`src/rtl/btn_pkg.sv`:
```
// Shared constants for the push-button input-conditioning path.
// Button indices and debounce lengths for hardware and benches.
package btn_pkg;

  localparam int BTN_INC = 0;
  localparam int BTN_DEC = 1;

  localparam int NUM_BTN_DEF = 2;
  localparam int SYNC_STAGES_DEF = 2;

  // 10 ms at 100 MHz on the board; short count for simulation
  localparam int DEBOUNCE_CYCLES_HW = 1_000_000;
  localparam int DEBOUNCE_CYCLES_SIM = 4;

  function automatic int cnt_width(input int cycles);
    return (cycles > 1) ? $clog2(cycles) : 1;
  endfunction

endpackage

```
`src/rtl/btn_debounce_ch.sv`:
```
// One button channel: synchroniser, stability counter,
// debounced level and registered press/release pulses.
module btn_debounce_ch
  import btn_pkg::*;
#(
  parameter int SYNC_STAGES     = SYNC_STAGES_DEF,
  parameter int DEBOUNCE_CYCLES = DEBOUNCE_CYCLES_SIM
) (
  input  logic clk_i,
  input  logic rst_ni,
  input  logic raw_i,
  output logic level_o,
  output logic press_o,
  output logic release_o
);

  localparam int CW = cnt_width(DEBOUNCE_CYCLES);
  localparam logic [CW-1:0] CNT_MAX = CW'(DEBOUNCE_CYCLES - 1);

  if (SYNC_STAGES < 2 || DEBOUNCE_CYCLES < 2) begin : g_param_err
    $error("btn_debounce_ch: SYNC_STAGES and DEBOUNCE_CYCLES must be >= 2");
  end

  (* ASYNC_REG = "TRUE" *)
  logic [SYNC_STAGES-1:0] sync_q;

  logic          s;
  logic [CW-1:0] cnt_q;
  logic [CW-1:0] cnt_d;
  logic          level_q;
  logic          level_d;
  logic          press_q;
  logic          press_d;
  logic          release_q;
  logic          release_d;

  assign s = sync_q[SYNC_STAGES-1];

  // Any sample matching the level restarts the count from zero
  always_comb begin
    cnt_d     = '0;
    level_d   = level_q;
    press_d   = 1'b0;
    release_d = 1'b0;
    if (s != level_q) begin
      if (cnt_q == CNT_MAX) begin
        level_d   = s;
        press_d   = s;
        release_d = ~s;
      end else begin
        cnt_d = cnt_q + 1'b1;
      end
    end
  end

  always_ff @(posedge clk_i or negedge rst_ni) begin
    if (!rst_ni) begin
      sync_q    <= '0;
      cnt_q     <= '0;
      level_q   <= 1'b0;
      press_q   <= 1'b0;
      release_q <= 1'b0;
    end else begin
      sync_q    <= {sync_q[SYNC_STAGES-2:0], raw_i};
      cnt_q     <= cnt_d;
      level_q   <= level_d;
      press_q   <= press_d;
      release_q <= release_d;
    end
  end

  assign level_o   = level_q;
  assign press_o   = press_q;
  assign release_o = release_q;

endmodule

```
`src/rtl/btn_debounce.sv`:
```
// Debounces NUM_BTN asynchronous push-buttons into the clk domain.
// Each channel is fully independent.
module btn_debounce
  import btn_pkg::*;
#(
  parameter int NUM_BTN         = NUM_BTN_DEF,
  parameter int SYNC_STAGES     = SYNC_STAGES_DEF,
  parameter int DEBOUNCE_CYCLES = DEBOUNCE_CYCLES_HW
) (
  input  logic               clk,
  input  logic               CPU_RESETN,
  input  logic [NUM_BTN-1:0] btn_raw,
  output logic [NUM_BTN-1:0] btn_level,
  output logic [NUM_BTN-1:0] btn_press,
  output logic [NUM_BTN-1:0] btn_release
);

  for (genvar i = 0; i < NUM_BTN; i++) begin : g_ch
    btn_debounce_ch #(
      .SYNC_STAGES    (SYNC_STAGES),
      .DEBOUNCE_CYCLES(DEBOUNCE_CYCLES)
    ) u_ch (
      .clk_i    (clk),
      .rst_ni   (CPU_RESETN),
      .raw_i    (btn_raw[i]),
      .level_o  (btn_level[i]),
      .press_o  (btn_press[i]),
      .release_o(btn_release[i])
    );
  end

endmodule
```
`config.mk`:
```
export PLATFORM = sky130hd
export DESIGN_NAME = btn_debounce
export DESIGN_NICKNAME = d
export VERILOG_FILES = /design/src/rtl/btn_pkg.sv /design/src/rtl/btn_debounce_ch.sv /design/src/rtl/btn_debounce.sv
export SDC_FILE = /design/constraint.sdc
export NUM_CORES = 1
export LEC_CHECK = 0
export BUFFER_PORTS_ARGS = -buffer_cell sky130_fd_sc_hd__buf_2
export CAP_MARGIN = 20
export CORE_UTILIZATION = 50
export DETAILED_ROUTE_END_ITERATION = 12
export PLACE_DENSITY = 0.67
export SLEW_MARGIN = 20
export SYNTH_ARGS = -nofsm -noshare
export SYNTH_HDL_FRONTEND = slang
export SYNTH_HIERARCHICAL = 1
export SYNTH_SLANG_ARGS = --single-unit
```
`constraint.sdc`:
```
create_clock -name clk -period 2.8 [get_ports clk]
set_input_delay 0.14 -clock clk [delete_from_list [all_inputs] [get_ports clk]]
set_output_delay 0.14 -clock clk [all_outputs]
set_load 0.005 [all_outputs]
```
### Word level (Yosys, flattened, before mapping)

Index checks and enable logic that the tools add are counted.

| storage, ports and cells | value |
|---|---|
| register bits | 50 |
| latch bits | 0 |
| memory bits (writable) | 0 |
| ROM bits | 0 |
| input bits | 4 |
| output and inout bits | 6 |
| logic and storage cells | 32 |
| memories kept | 0 |

| cells by class | value |
|---|---|
| add/subtract/negate cells | 2 |
| multiply operators | 0 |
| divide/modulo/power cells | 0 |
| $lt $le $gt $ge | 0 |
| eq/ne operators | 4 |
| shift-type cells | 0 |
| multiplexer cells | 12 |
| bitwise gates (word level) | 2 |
| reduce and logical (&&, ||, !) cells | 2 |

Operators by type and width:

| kind | count |
|---|---|
| 20-bit two-way mux | 4 |
| 20-bit by 1-bit adder with 20-bit output, second input constant | 2 |
| 20-bit equality test, second input constant | 2 |
| 1-bit two-way mux | 8 |
| 2-bit AND reduction | 2 |
| 1-bit inequality test | 2 |
| 1-bit NOT | 2 |

### Longest topological paths before layout

| depth | value |
|---|---|
| depth after elaboration | 3 |
| gate-level depth with buffers | 6 |
| mapped depth without buffers | 5 |

### Hierarchy

The synthesis kept the hierarchy.

By module, submodules not included:

| module | times used | cells an instance | area each (sq um) | sequential area each (sq um) |
|---|---|---|---|---|
| btn_debounce_ch | 2 | 116 | 1173.6 | 625.6 |

### Worst setup path before layout

No wires, ideal clock.

| timing | value |
|---|---|
| path type | register to register |
| start point | reg g_ch[0].u_ch.cnt_q[0] |
| end point | reg g_ch[0].u_ch.cnt_q[18] |
| setup time | 0.073 ns |
| arrival | 1.907 ns |
| required time | 2.727 ns |
| slack | 0.820 ns |
| stages on the path, launching flop included | 7 |
| buffers on the path | 1 |
| period minus slack after synthesis | 1.980 ns |
| path through | dfrtp_1 > ha_1 > nand2_1 > or4_1 > buf_2 > or4_4 > a21oi_2 |

| between the ends | value |
|---|---|
| longest elaborated chain between the ends | 3 |
| elaborated cells between the ends (all ways) | 4 |
| those cells by class | add/sub: 1; eq/ne: 1; mux: 2 |

RTL lines:

| element | line | RTL |
|---|---|---|
| from (decl) | btn_debounce_ch.sv:28 | `logic [CW-1:0] cnt_q;` |
| from (signal assigned) | btn_debounce_ch.sv:65 | `cnt_q <= cnt_d;` |
| 20-bit by 1-bit adder with 20-bit output or 20-bit equality test (tied branches) | btn_debounce_ch.sv:51, btn_debounce_ch.sv:46 |  |
| 20-bit two-way mux (*) | btn_debounce_ch.sv:46 | `if (cnt_q == CNT_MAX) begin` |
| 20-bit two-way mux (*) | btn_debounce_ch.sv:45 | `if (s != level_q) begin` |
| net g_ch[0].u_ch.cnt_d[18] | btn_debounce_ch.sv:29 | `logic [CW-1:0] cnt_d;` |

Mark *: on every way through the listed nets, which the timed path passes. The rest lies on a longest branch.
A chain may end at the register's enable or synchronous reset.

### Final worst setup path

Same ends and word-level chain as after synthesis.

==> run summary <==
The share of the clock period used by the worst path after layout came out at 77.2%. The number of pins exceeding their max-slew limit in the final report is 0. The transition time at the pin with the least slew margin came out at 0.556 ns. The total congestion overflow came out at 0. The die covers 4970 um^2. For this block, the routed nets add up to 4060 um of wire. The count of warnings emitted by yosys came out at 6.

The initial antenna violation count came out at 0. Synthesis produced a netlist with a net count of 238. The arrival time of the worst setup path came out at 2.39 ns. The setup clock skew after layout is 0.00849 ns.

Clock latency on the worst-skew pair, taken at its later pin, is 0.30 ns. The final routed wire length divided by cell count came out at 13.8 um. Entering global routing, the biggest net connects 27 pins.

The level count of the clock H-tree came out at 2. The total clock sinks came out at 50. The critical path in this run is classified as reg2reg. Synthesis handed over a netlist of 232 instances. The biggest fanout along the worst timing path came out at 8. The starting utilization of the core area is 52.8%.

In the layout the commonest cells are dfrtp_1, nor2_1, nand3_1, a21oi_1. The number of diodes came out at 0. The via count of the first global-routing pass is 1,601. Measured against its own limit, the worst slew margin works out to 62.9%.

The routed via count divided by cell count came out at 5.56. The number of max-cap violations is 0. The width of the chip is 70.5 um. The leakage power is 1.04 nW. The total core area is 4440 um^2. The standard cell area after detailed placement came out at 2420 um^2. The final total negative setup slack is 0 ns.

The clock passes through at most 2 buffers. The number of enable flip-flop cells after synthesis is 0. The signal on the critical path passes through ha_1 -> nand2_1 -> or4_1 -> or4_4 -> a21oi_2. The synthesized flop and latch total came out at 50.

The net count of the finished layout is 248. The startpoint class of the critical path is a register. For this design, the slowest cell found on the critical path is or4_1. The final design area excluding fillers came out at 2530 um^2.

The power per unit of standard cell area is 472 nW/um^2. The mapped cell area came out at 2350 um^2. The final count of negative-setup-slack endpoints came out at 0.

The instance count after placement with tap cells included is 284. Timing would allow up to 0.463 GHz. The combined global-route utilization of all metal layers came out at 18.6%. Across all setup checks in the final design, the least slack found is 0.639 ns. TritonCTS built the clock tree. The run finished with clean final reports.

The iteration-0 DRC count of the detailed router came out at 137. Leaving out fill and tap cells, the most frequent cell in the layout is dfrtp_1. STA classifies the critical path endpoint as a register.

The area growth from synthesis to layout came out at 7.78%. The count of vias placed by the detailed router came out at 1,629. The number of buffers inserted by port buffering is 9.

The required arrival time at the worst endpoint is 3.03 ns. The part of the Yosys area used for sequential elements came out at 53.3%. The number of clock buffers inserted by TritonCTS came out at 5. The number of fillers in the final layout came out at 399. The placer's final routability congestion estimate came out at 0.806.

Broken down by cell family, the worst path's largest delay share belongs to simple AND/OR/NAND/NOR gates. The worst hold path belongs to the class reg2reg. The post-cts sizing count is 0. In this run the clock root is driven by a clkbuf_8. The peak supply drop is 0.440 mV. The residual DRC count is 0. The count of unique library cells instantiated by Yosys came out at 29.

Setup repair after global routing left no endpoint under its margin. The origin of the worst min-delay path is g_ch[0].u_ch/sync_q[0]. The count of final hold-check violations is 0. In the synthesized netlist the async set-or-reset flop fraction comes to 100%.

Excluding fillers, the count of instances in the completed layout stands at 293. The launching instance or port of the critical path is g_ch[0].u_ch/cnt_q[0]. The overall die height is 70.5 um.

The critical path buffer and inverter count is 0. The remaining number of nets flagged by the antenna check after routing came out at 0. The fraction of layout cells with a size suffix above 1 came out at 15.8%.

The iteration count of the initial detailed-routing pass is 4. The global-route wire length before repair is 7150 um. On the worst path, the slowest cell contributes a delay of 0.66 ns. For this run, the leading register cell type out of synthesis is dfrtp_1. Pin placement for this block handled 10 I/O pins. Once detailed placement completed, the half-perimeter wirelength came to 2760 um. The smallest clock period supported by the final layout is computed as 2.16 ns. The startpoint identified for the worst register-to-register timing path is g_ch[0].u_ch/cnt_q[0]. Prior to clock tree synthesis, the placed netlist has a worst setup slack of 0.630 ns. The mean cell area of the mapped netlist is 10.1 um^2. The clock transition at the registers of the reported paths is 0.09 ns. The total power draw is 1.19 mW.

The site row count came out at 24.
## sequential cells by signal, summed over array words and instances (netlist names)
| name | flops |
|---|---|
| g_ch.u_ch/cnt_q | 40 |
| g_ch.u_ch/sync_q | 4 |
| g_ch.u_ch/level_o | 2 |
| g_ch.u_ch/press_o | 2 |
| g_ch.u_ch/release_o | 2 |
## synthesized netlist by cell type (4+ instances only)
cell type,count,area (um^2)
nor3b_1,4,30.0
nand2_1,10,37.5
buf_2,8,40.0
nor3_1,4,20.0
nand3_1,16,80.1
or3_1,4,25.0
xnor2_1,12,105
or4_1,12,90.1
or3_2,6,45.0
nand4_1,4,25.0
a21oi_1,14,70.1
dfrtp_1,50,1250
inv_1,12,45.0
xor2_1,10,87.6
nor2_1,26,97.6
o21ai_0,10,50.1
o31ai_1,6,45.0
## final cells by class
class                           instances  area (um^2)  area share, %
Sequential cell                        50         1250           49.5
Multi-Input combinational cell        160         1000           39.7
Clock buffer                            6         82.6           3.26
Timing Repair Buffer                   13         82.6           3.26
Tap cell                               52         65.1           2.57
Inverter                               12         45.0           1.78
## metrics by stage
step                      utilization (%)  hold WS [ns]
final                                56.9         0.352
after global routing                 56.9         0.359
after detailed placement             54.4         0.164
after CTS                            56.9         0.353
after global placement               54.4         0.162
after floorplan                         -        -0.156
## per-layer routing
| metal | share of wire (%) | routed length (um) | vias to the layer above | GRT usage (%) |
|---|---|---|---|---|
| met5 | 0 | 0 | - | 0 |
| met4 | 1.4 | 57 | 0 | 6.80 |
| met3 | 3.4 | 139 | 4 | 4.47 |
| met2 | 43 | 1730 | 24 | 27.8 |
| met1 | 53 | 2130 | 773 | 26.5 |
| li1 | - | - | 828 | - |
## final timing paths
kind	end	slack [ns]	depth (start not counted)
max	g_ch[0].u_ch/cnt_q[18]	0.64	5
min reg2reg	g_ch[0].u_ch/sync_q[1]	0.35	0
min in group asynchronous	g_ch[1].u_ch/cnt_q[18]	0.36	2
max reg2reg	g_ch[0].u_ch/cnt_q[18]	0.64	5
max in group asynchronous	g_ch[0].u_ch/cnt_q[10]	1.69	3
min	g_ch[0].u_ch/sync_q[1]	0.35	0
## where the power goes
part / internal [mW] / switching (mW) / leakage (nW)
clock: 0.191 / 0.217 / 0.0431
combinational: 0.0144 / 0.0303 / 0.308
sequential: 0.731 / 0.0107 / 0.684
## worst register-to-register path, cell delays in order (launching register included)
cell and delay, ns:
dfrtp_1 0.41, ha_1 0.25, nand2_1 0.11, or4_1 0.66, or4_4 0.53, a21oi_2 0.14
## what timing repair did
| action | 4_1_cts | 5_1_grt |
|---|---|---|
| hold endpoints to repair | 26 | 0 |
| setup buffers | 0 | 0 |
| hold buffers | 3 | 0 |
## logic make-up after synthesis
logic type	after synthesis	share of synthesized area, %
AND/OR/NAND/NOR	100	24.0
flip-flops	50	53.3
adder cells (fa/ha/maj)	2	1.07
multiplexers	2	0.959
XOR/XNOR	22	8.21
AO/OA/AOI/OAI	34	8.53
buffers and inverters	22	3.94
Note: power is estimated with default switching activity, not from simulation.
